===== src/rtl/barrel_launcher.sv =====
`default_nettype none
// ============================================================================
// Module  : barrel_launcher
// Purpose : Kong throw sequencer - wind-up, one-shot slot start, cooldown,
//           slot occupancy tracking and hit aggregation for barrel movers.
// Revision: 1.0  initial release
// ============================================================================
module barrel_launcher #(
  parameter int N_BARRELS       = 2,
  parameter int THROW_CYCLES    = 6_500_000,
  parameter int COOLDOWN_CYCLES = 32_500_000,
  parameter int CNT_W           = 26
) (
  input  logic                 clk,
  input  logic                 rst,
  input  logic                 game_en,
  input  logic                 throw_req,
  input  logic [N_BARRELS-1:0] barrel_done,
  input  logic [N_BARRELS-1:0] barrel_hit,
  output logic [N_BARRELS-1:0] barrel_start,
  output logic                 kong_throw,
  output logic                 ready,
  output logic [3:0]           active_cnt,
  output logic                 hit_pulse,
  output logic [7:0]           hit_count
);

  localparam int                   SEL_W        = (N_BARRELS > 1) ? $clog2(N_BARRELS) : 1;
  localparam logic [CNT_W-1:0]     C_THROW_LAST = CNT_W'(THROW_CYCLES - 1);
  localparam logic [CNT_W-1:0]     C_COOL_LAST  = CNT_W'(COOLDOWN_CYCLES - 1);
  localparam logic [N_BARRELS-1:0] C_ALL_BUSY   = '1;

  typedef enum logic [1:0] {
    ST_IDLE     = 2'd0,
    ST_WINDUP   = 2'd1,
    ST_RELEASE  = 2'd2,
    ST_COOLDOWN = 2'd3
  } state_t;

  state_t               r_state;
  state_t               w_state_nxt;
  logic [CNT_W-1:0]     r_timer;
  logic [CNT_W-1:0]     w_timer_nxt;
  logic [SEL_W-1:0]     r_sel;
  logic [SEL_W-1:0]     w_sel_nxt;
  logic [SEL_W-1:0]     w_free_idx;
  logic [N_BARRELS-1:0] r_busy;
  logic [N_BARRELS-1:0] w_busy_nxt;
  logic [N_BARRELS-1:0] r_done_q;
  logic [N_BARRELS-1:0] r_hit_q;
  logic [N_BARRELS-1:0] w_done_rise;
  logic [N_BARRELS-1:0] w_hit_rise;
  logic [N_BARRELS-1:0] w_slot_free;
  logic [N_BARRELS-1:0] w_sel_onehot;
  logic [N_BARRELS-1:0] r_start;
  logic [3:0]           w_pop;
  logic [3:0]           r_active;
  logic [7:0]           r_hit_count;
  logic                 r_ready;
  logic                 r_kong;
  logic                 r_hit_pulse;
  logic                 w_accept;
  logic                 w_ready_nxt;

  // A hit leaves the barrel rolling, so only a clean done frees its slot.
  always_comb begin
    w_done_rise  = barrel_done & ~r_done_q;
    w_hit_rise   = barrel_hit & ~r_hit_q;
    w_slot_free  = w_done_rise & ~barrel_hit;
    w_sel_onehot = N_BARRELS'(1) << r_sel;
  end

  always_comb begin
    w_free_idx = '0;
    for (int i = N_BARRELS - 1; i >= 0; i--) begin
      if (!r_busy[i]) begin
        w_free_idx = SEL_W'(i);
      end
    end
  end

  always_comb begin
    w_pop = '0;
    for (int i = 0; i < N_BARRELS; i++) begin
      w_pop = w_pop + 4'(r_busy[i]);
    end
  end

  always_comb begin
    w_state_nxt = r_state;
    w_timer_nxt = r_timer;
    w_sel_nxt   = r_sel;
    w_busy_nxt  = r_busy & ~w_slot_free;
    w_accept    = r_ready & game_en & throw_req;

    case (r_state)
      ST_IDLE: begin
        if (w_accept) begin
          w_sel_nxt   = w_free_idx;
          w_timer_nxt = '0;
          w_state_nxt = ST_WINDUP;
        end
      end
      ST_WINDUP: begin
        if (!game_en) begin
          w_timer_nxt = '0;
          w_state_nxt = ST_IDLE;
        end else if (r_timer == C_THROW_LAST) begin
          w_state_nxt = ST_RELEASE;
        end else begin
          w_timer_nxt = r_timer + 1'b1;
        end
      end
      ST_RELEASE: begin
        w_busy_nxt  = w_busy_nxt | w_sel_onehot;
        w_timer_nxt = '0;
        w_state_nxt = ST_COOLDOWN;
      end
      ST_COOLDOWN: begin
        if (r_timer == C_COOL_LAST) begin
          w_timer_nxt = '0;
          w_state_nxt = ST_IDLE;
        end else begin
          w_timer_nxt = r_timer + 1'b1;
        end
      end
      default: begin
        w_timer_nxt = '0;
        w_state_nxt = ST_IDLE;
      end
    endcase

    // Uses the registered busy vector: a slot freed at cycle t is offered at t+2.
    w_ready_nxt = (w_state_nxt == ST_IDLE) & game_en & (r_busy != C_ALL_BUSY);
  end

  always_ff @(posedge clk) begin
    if (rst) begin
      r_state     <= ST_IDLE;
      r_timer     <= '0;
      r_sel       <= '0;
      r_busy      <= '0;
      r_done_q    <= '0;
      r_hit_q     <= '0;
      r_ready     <= 1'b0;
      r_kong      <= 1'b0;
      r_start     <= '0;
      r_active    <= '0;
      r_hit_pulse <= 1'b0;
      r_hit_count <= '0;
    end else begin
      r_state     <= w_state_nxt;
      r_timer     <= w_timer_nxt;
      r_sel       <= w_sel_nxt;
      r_busy      <= w_busy_nxt;
      r_done_q    <= barrel_done;
      r_hit_q     <= barrel_hit;
      r_ready     <= w_ready_nxt;
      r_kong      <= (w_state_nxt == ST_WINDUP);
      r_start     <= (w_state_nxt == ST_RELEASE) ? w_sel_onehot : '0;
      r_active    <= w_pop;
      r_hit_pulse <= |w_hit_rise;
      if ((|w_hit_rise) && (r_hit_count != 8'hFF)) begin
        r_hit_count <= r_hit_count + 8'd1;
      end
    end
  end

  assign barrel_start = r_start;
  assign kong_throw   = r_kong;
  assign ready        = r_ready;
  assign active_cnt   = r_active;
  assign hit_pulse    = r_hit_pulse;
  assign hit_count    = r_hit_count;

endmodule
`default_nettype wire


===== config.mk =====
export PLATFORM = sky130hd
export DESIGN_NAME = barrel_launcher
export DESIGN_NICKNAME = d
export VERILOG_FILES = /design/src/rtl/barrel_launcher.sv
export SDC_FILE = /design/constraint.sdc
export NUM_CORES = 1
export LEC_CHECK = 0
export BUFFER_PORTS_ARGS = -buffer_cell sky130_fd_sc_hd__buf_2
export CORE_ASPECT_RATIO = 0.5
export CORE_MARGIN = 4
export CORE_UTILIZATION = 34
export CTS_CLUSTER_SIZE = 40
export DETAILED_ROUTE_END_ITERATION = 8
export HOLD_SLACK_MARGIN = 0.08
export PLACE_DENSITY = 0.62
export SKIP_LAST_GASP = 1
export SLEW_MARGIN = 40
export SYNTH_ARGS = -nofsm -noshare
export SYNTH_HDL_FRONTEND = slang
export SYNTH_SLANG_ARGS = --single-unit

===== constraint.sdc =====
create_clock -name clk -period 2.84 [get_ports clk]
set_input_delay 0.284 -clock clk [delete_from_list [all_inputs] [get_ports clk]]
set_output_delay 0.284 -clock clk [all_outputs]
set_load 0.05 [all_outputs]

# Word-level counts from Yosys, hierarchy flattened
# Index checks and enable logic that the tools add are counted.
[totals] ff_bits=52 output_inout_bits=17 word_cells=61
[classes] n_addsub=3 n_eq_ne=11 n_shift=1 muxes=13 n_bitwise=14 n_reduce_logical=7
[op_table] cell="2-to-1 mux 26 bit" n=4
[op_table] cell="one-hot mux 26 bit (4 select lines)" n=1
[op_table] cell="adder 26 x 1 -> 26 bit (second input constant)" n=1
[op_table] cell="equality test 26 x 23 -> 1 bit (second input constant)" n=1
[op_table] cell="equality test 26 x 25 -> 1 bit (second input constant)" n=1
[op_table] cell="2-to-1 mux 2 bit" n=5
[op_table] cell="adder 8 x 1 -> 8 bit (second input constant)" n=1
[op_table] cell="AND 2 bit" n=4
[op_table] cell="!= test 8 bit (second input constant)" n=1
[op_table] cell="NOT 2 bit" n=4
[op_table] cell="one-hot mux 2 bit (4 select lines)" n=1
[op_table] cell="equality test 2 bit (second input constant)" n=3
[op_table] cell="AND 1 bit" n=4
[op_table] cell="equality test 2 x 1 -> 1 bit (second input constant)" n=2
[op_table] cell="zero test 2 bit" n=2
[op_table] cell="!= test 2 bit (second input constant)" n=2
[op_table] cell="AND reduction 2 bit" n=2
[op_table] cell="OR reduction 2 bit" n=2
[op_table] cell="!= test 3 bit (second input constant)" n=1
[op_table] cell="adder 1 x 1 -> 2 bit" n=1
[op_table] cell="2-to-1 mux 1 bit" n=2
[op_table] cell="OR 2 bit" n=1
[op_table] cell="left shift 1 x 1 -> 2 bit (first input constant)" n=1
[op_table] cell="logical AND 1 bit" n=1
[op_table] cell="NOT 1 bit" n=1

# Longest topological paths before layout
[depth] ltp_word=7 depth_mapped=8

# Worst setup path after synthesis
# OpenSTA, ideal clock, no wires.
[synth_timing] path_type="reg2reg" from="reg r_ready, in the netlist ready" to="reg r_timer[17]" setup_ns=0.070 arrival_time_ns=1.909 required_ns=2.770 setup_slack_ns=0.861 stages_incl_launch_ff=5 period_less_slack_ns=1.979 cell_sequence="dfxtp_1 > a311o_1 > a21bo_4 > or4_1 > a21oi_1"
[synth_via] elab_chain_len=4
[synth_rtl] element="start: declaration" line="59" text="logic r_ready;"
[synth_rtl] element="start signal: assignment" line="158" text="r_ready <= w_ready_nxt;"
[synth_rtl] element="AND 1 bit (2 in a row)" line="94" text="w_accept = r_ready & game_en & throw_req;"
[synth_rtl] element="!= test 2 bit (no source line)"
[synth_rtl] element="AND reduction 2 bit (no source line)"
[synth_rtl] element="end signal: assignment" line="153" text="r_timer <= w_timer_nxt;"
[synth_rtl] element="end: declaration" line="42" text="logic [CNT_W-1:0] r_timer;"
# Every way passes these cells.
# A chain may end at the register's enable or synchronous reset.

# Worst setup path in the final report
[layout_timing] from="reg r_timer[0]" to="reg r_timer[17]"
[layout_via] elab_chain_len=4 word_cells_on_any_way=9 cone_classes="add/sub: 1; eq/ne: 3; mux: 4; reduce/logical: 1"
[layout_rtl] element="adder 26 x 1 -> 26 bit" line="111, 124"
[layout_rtl] element="2-to-1 mux 26 bit" line="108" text="end else if (r_timer == C_THROW_LAST) begin"
[layout_rtl] element="2-to-1 mux 26 bit" line="105" text="if (!game_en) begin"
[layout_rtl] element="one-hot mux 26 bit (4 select lines)" line="96" text="case (r_state)"
# Several ways; a longest one is shown, not always the timed one. The select of a mux whose other input is x is not followed.

==> run summary <==
The run finished with clean final reports. For the worst flop-to-flop path, the logic depth is 6. The number of global-route vias before repair is 1961.

The wire length reported by the detailed router is around 5300 µm. The detail route stage leaves a number of antenna-violating nets equal to 0. The effective utilization at floorplan came out at 0.352. After synthesis, the most frequently instantiated cells are dfxtp_1 (50), nor2_1 (30), nand2_1 (21), a21oi_1 (20), nand3_1 (16). Of all nets on the critical path, the largest fanout is 18. At the end of routability-driven placement, the weighted congestion stood at around 0.84. Measured on the finished design, the core utilization comes to 0.396.

The total standard cell area after synthesis is 2370 µm². The part of the Yosys area used for sequential elements came out at 0.423. The power density over the cells came out at around 520 nW/µm². Yosys instantiated no cell more often than dfxtp_1. Dividing the synthesized area by the synthesized cell count gives a little under 9 µm².

The worst hold margin is 223 ps. Sorting the synthesized cells by area gives the leading types as dfxtp_1 (42%), xor2_1 (4.8%), nor2_1 (4.8%). 0 antenna diodes ended up in the layout. The average vias per placed instance came out at approximately 5.3.

The proportion of register bits with asynchronous set or reset after synthesis came out at 0. Of the cells placed in the final design, the portion with a size suffix greater than 1 is 0.141. The largest total area in the synthesized netlist belongs to dfxtp_1.

The post-CTS clock slew at the launch and capture registers of the worst setup and hold paths is about 60 ps. The total track usage is 0.132. In this run, distinct cell masters in the synthesized netlist total 50. The number of warnings reported in the yosys synthesis log is 0. The ratio of final minimum period to clock period came out at 0.720. The post-CTS setup repair buffer count came out at 0.

The final-report hold violation count is 0. The maximum clock path buffer count came out at 2. The endpoint of the worst register-to-register path is r_timer[17]. The worst max-slew margin expressed relative to the limit came out at 0.506. The layout overhead on the synthesized area is 12.5%. The max-slew violation count is 0. The number of buffers inserted by hold repair at cts came out at 0. The number of flip-flops and latches in the synthesized netlist came out at 50. The average detailed-routed wire length per instance is approximately 14 µm. Counting the fill cells in the layout gives 697.

The final setup violation count is 0. The final sum of negative setup slack is 0 ps. The synthesized netlist cell count came out at between 200 and 300. The worst hold path terminates at r_done_q[1]. STA classifies the critical path startpoint as a flop. The clock insertion delay at the later pin of the skew report is around 280 ps. STA puts the critical path data required time at 3060 ps. In this run the register-to-register setup slack is roughly 800 ps. The sum of net half-perimeters after detailed placement came out at 3820 µm. The H-tree generated during clock tree synthesis spans 2 levels. The global route total overflow came out at 0. The critical path in this run is classified as reg -> reg. The number of antenna violations at the first check in global routing came out at 0. The die is ~130 µm wide. The number of gates given a new drive strength after cts came out at 0. The worst hold path begins at barrel_done[1]. The area of the die is 8450 µm².

CTS saw 50 sinks. The first-pass GRT wire length is around 9200 µm. The number of synthesized flops with an enable pin is 0. The number of DRC markers after the initial detailed-route iteration is around 110. The number of iterations in the first detailed-routing pass came out at 4. The boundary pin count came out at 25.

TritonCTS built the clock tree. The core outline area is slightly below 7000 µm². In the synthesized netlist the dominant register cell turns out to be dfxtp_1. Static timing analysis puts the maximum clock frequency at around 500 MHz. At the pin with the least slew margin, the transition time is approximately 740 ps.

The hold-critical path depth is 3. The analysis attributes to cell leakage a power of a little over 0.9 nW. The worst hold path belongs to the class in -> reg. The area share of the leading cell type in the synthesized netlist is 0.423. The DRC violation count after routing came out at 0.

The post-layout instance area is between 2000 and 3000 µm². The chip height is about 67 µm. The final net count is 301. The worst register-to-register path begins at r_timer[0]. Across all layers, the routed design uses 2032 vias. The TritonCTS buffer count is 5. The data arrival at the endpoint of the critical path is between 2000 and 2500 ps.

The number of max-cap violations came out at 0. The number of rows in the core area is 21. The worst setup path is captured at a flop.

Setup repair after global routing left no endpoint under its margin. The pin count of the biggest net entering global routing is 27. The final worst clock skew came out at between 4 and 5 ps. The post-place instance area is 2520 µm². CTS placed an instance of clkbuf_16 at the clock tree root. The worst-case vdd ir drop is 0.227 mV.

The minimum clock period after layout is just over 2000 ps. The total of buffers placed on input and output ports came out at 22.
cell type report:
class	count	area, µm²	share of cell area
clock buffer	6	129	0.0484
clock inverter	2	13.8	0.00516
inverter	6	22.5	0.00845
multi-input combinational	203	1270	0.475
sequential	50	1000	0.376
tap	92	115	0.0432
timing repair buffer	23	118	0.0441
registers in the layout, summed over array words and instances (netlist names):
name	cells
r_timer	26
active_cnt	2
r_busy	2
hit_pulse	1
r_sel	1
kong_throw	1
ready	1
r_done_q	2
r_state	2
r_hit_q	2
barrel_start	2
hit_count	8
report_power, final:
group | total [W] | internal [W] | switching (W)
clock network | 0.000579 | 0.000327 | 0.000252
registers | 0.000721 | 0.000712 | 0.00000897
logic | 0.0000940 | 0.0000259 | 0.0000681
total | 0.00139 | 0.00107 | 0.000329
worst max-delay path by stage:
stage                             end        from  slack [ps]  depth (start not counted)
after floorplan           r_timer[17]       ready         860                          4
after global placement    r_timer[17]  r_timer[0]         880                          6
after detailed placement  r_timer[17]  r_timer[0]         820                          6
after CTS                 r_timer[17]  r_timer[0]         800                          6
after global routing       r_timer[2]  r_state[1]         630                          5
final                     r_timer[17]  r_timer[0]         800                          6
logic make-up after synthesis:
family,count (synthesis),share of synthesized area
other,1,0.00158
XOR/XNOR,19,0.0703
AO/OA/AOI/OAI,47,0.125
multiplexers,1,0.00423
AND/OR/NAND/NOR,130,0.311
adder cells (fa/ha/maj),4,0.0211
buffers and inverters,19,0.0444
flip-flops,50,0.423
stage by stage:
| step | std cells | total power (W) | worst slack (ps) |
|---|---|---|---|
| CTS | 382 | 0.00141 | 799 |
| detailed placement | 374 | 0.000832 | 823 |
| floorplan | 272 | 0.000811 | 861 |
| global placement | 374 | 0.000829 | 876 |
| global route | 382 | 0.00144 | 630 |
| finish | 382 | 0.00139 | 797 |
layout by cell type, fill, tap and decap left out, types with 2 or more instances in the layout:
master,count
a211oi_1,2
a21oi_1,20
a31oi_1,2
and3_1,4
and4_1,3
buf_2,22
clkbuf_16,5
conb_1,2
dfxtp_1,50
ha_1,4
inv_1,6
nand2_1,21
nand3_1,16
nand4_1,13
nand4b_1,3
nor2_1,30
nor2b_1,7
nor3_1,4
nor3_2,2
nor4_1,5
o21ai_0,5
o21ai_1,4
o31ai_1,5
or2_2,2
or3_1,6
or4_1,5
xnor2_1,6
xor2_1,13
worst max-delay path: stages, from the launching register on:
cell	delay [ps]
dfxtp_1	350
ha_1	220
and4_1	240
and4_4	220
a21bo_4	280
or4_1	520
a21oi_1	150
per-layer routing:
| layer | global-route usage | up-vias | wire length, µm |
|---|---|---|---|
| li1 | - | 1007 | - |
| met1 | 0.165 | 956 | 2470 |
| met2 | 0.229 | 61 | 2450 |
| met3 | 0.0272 | 8 | 351 |
| met4 | 0.0481 | 0 | 52 |
| met5 | 0 | - | 0 |
Power figures use the tool's default switching activity.
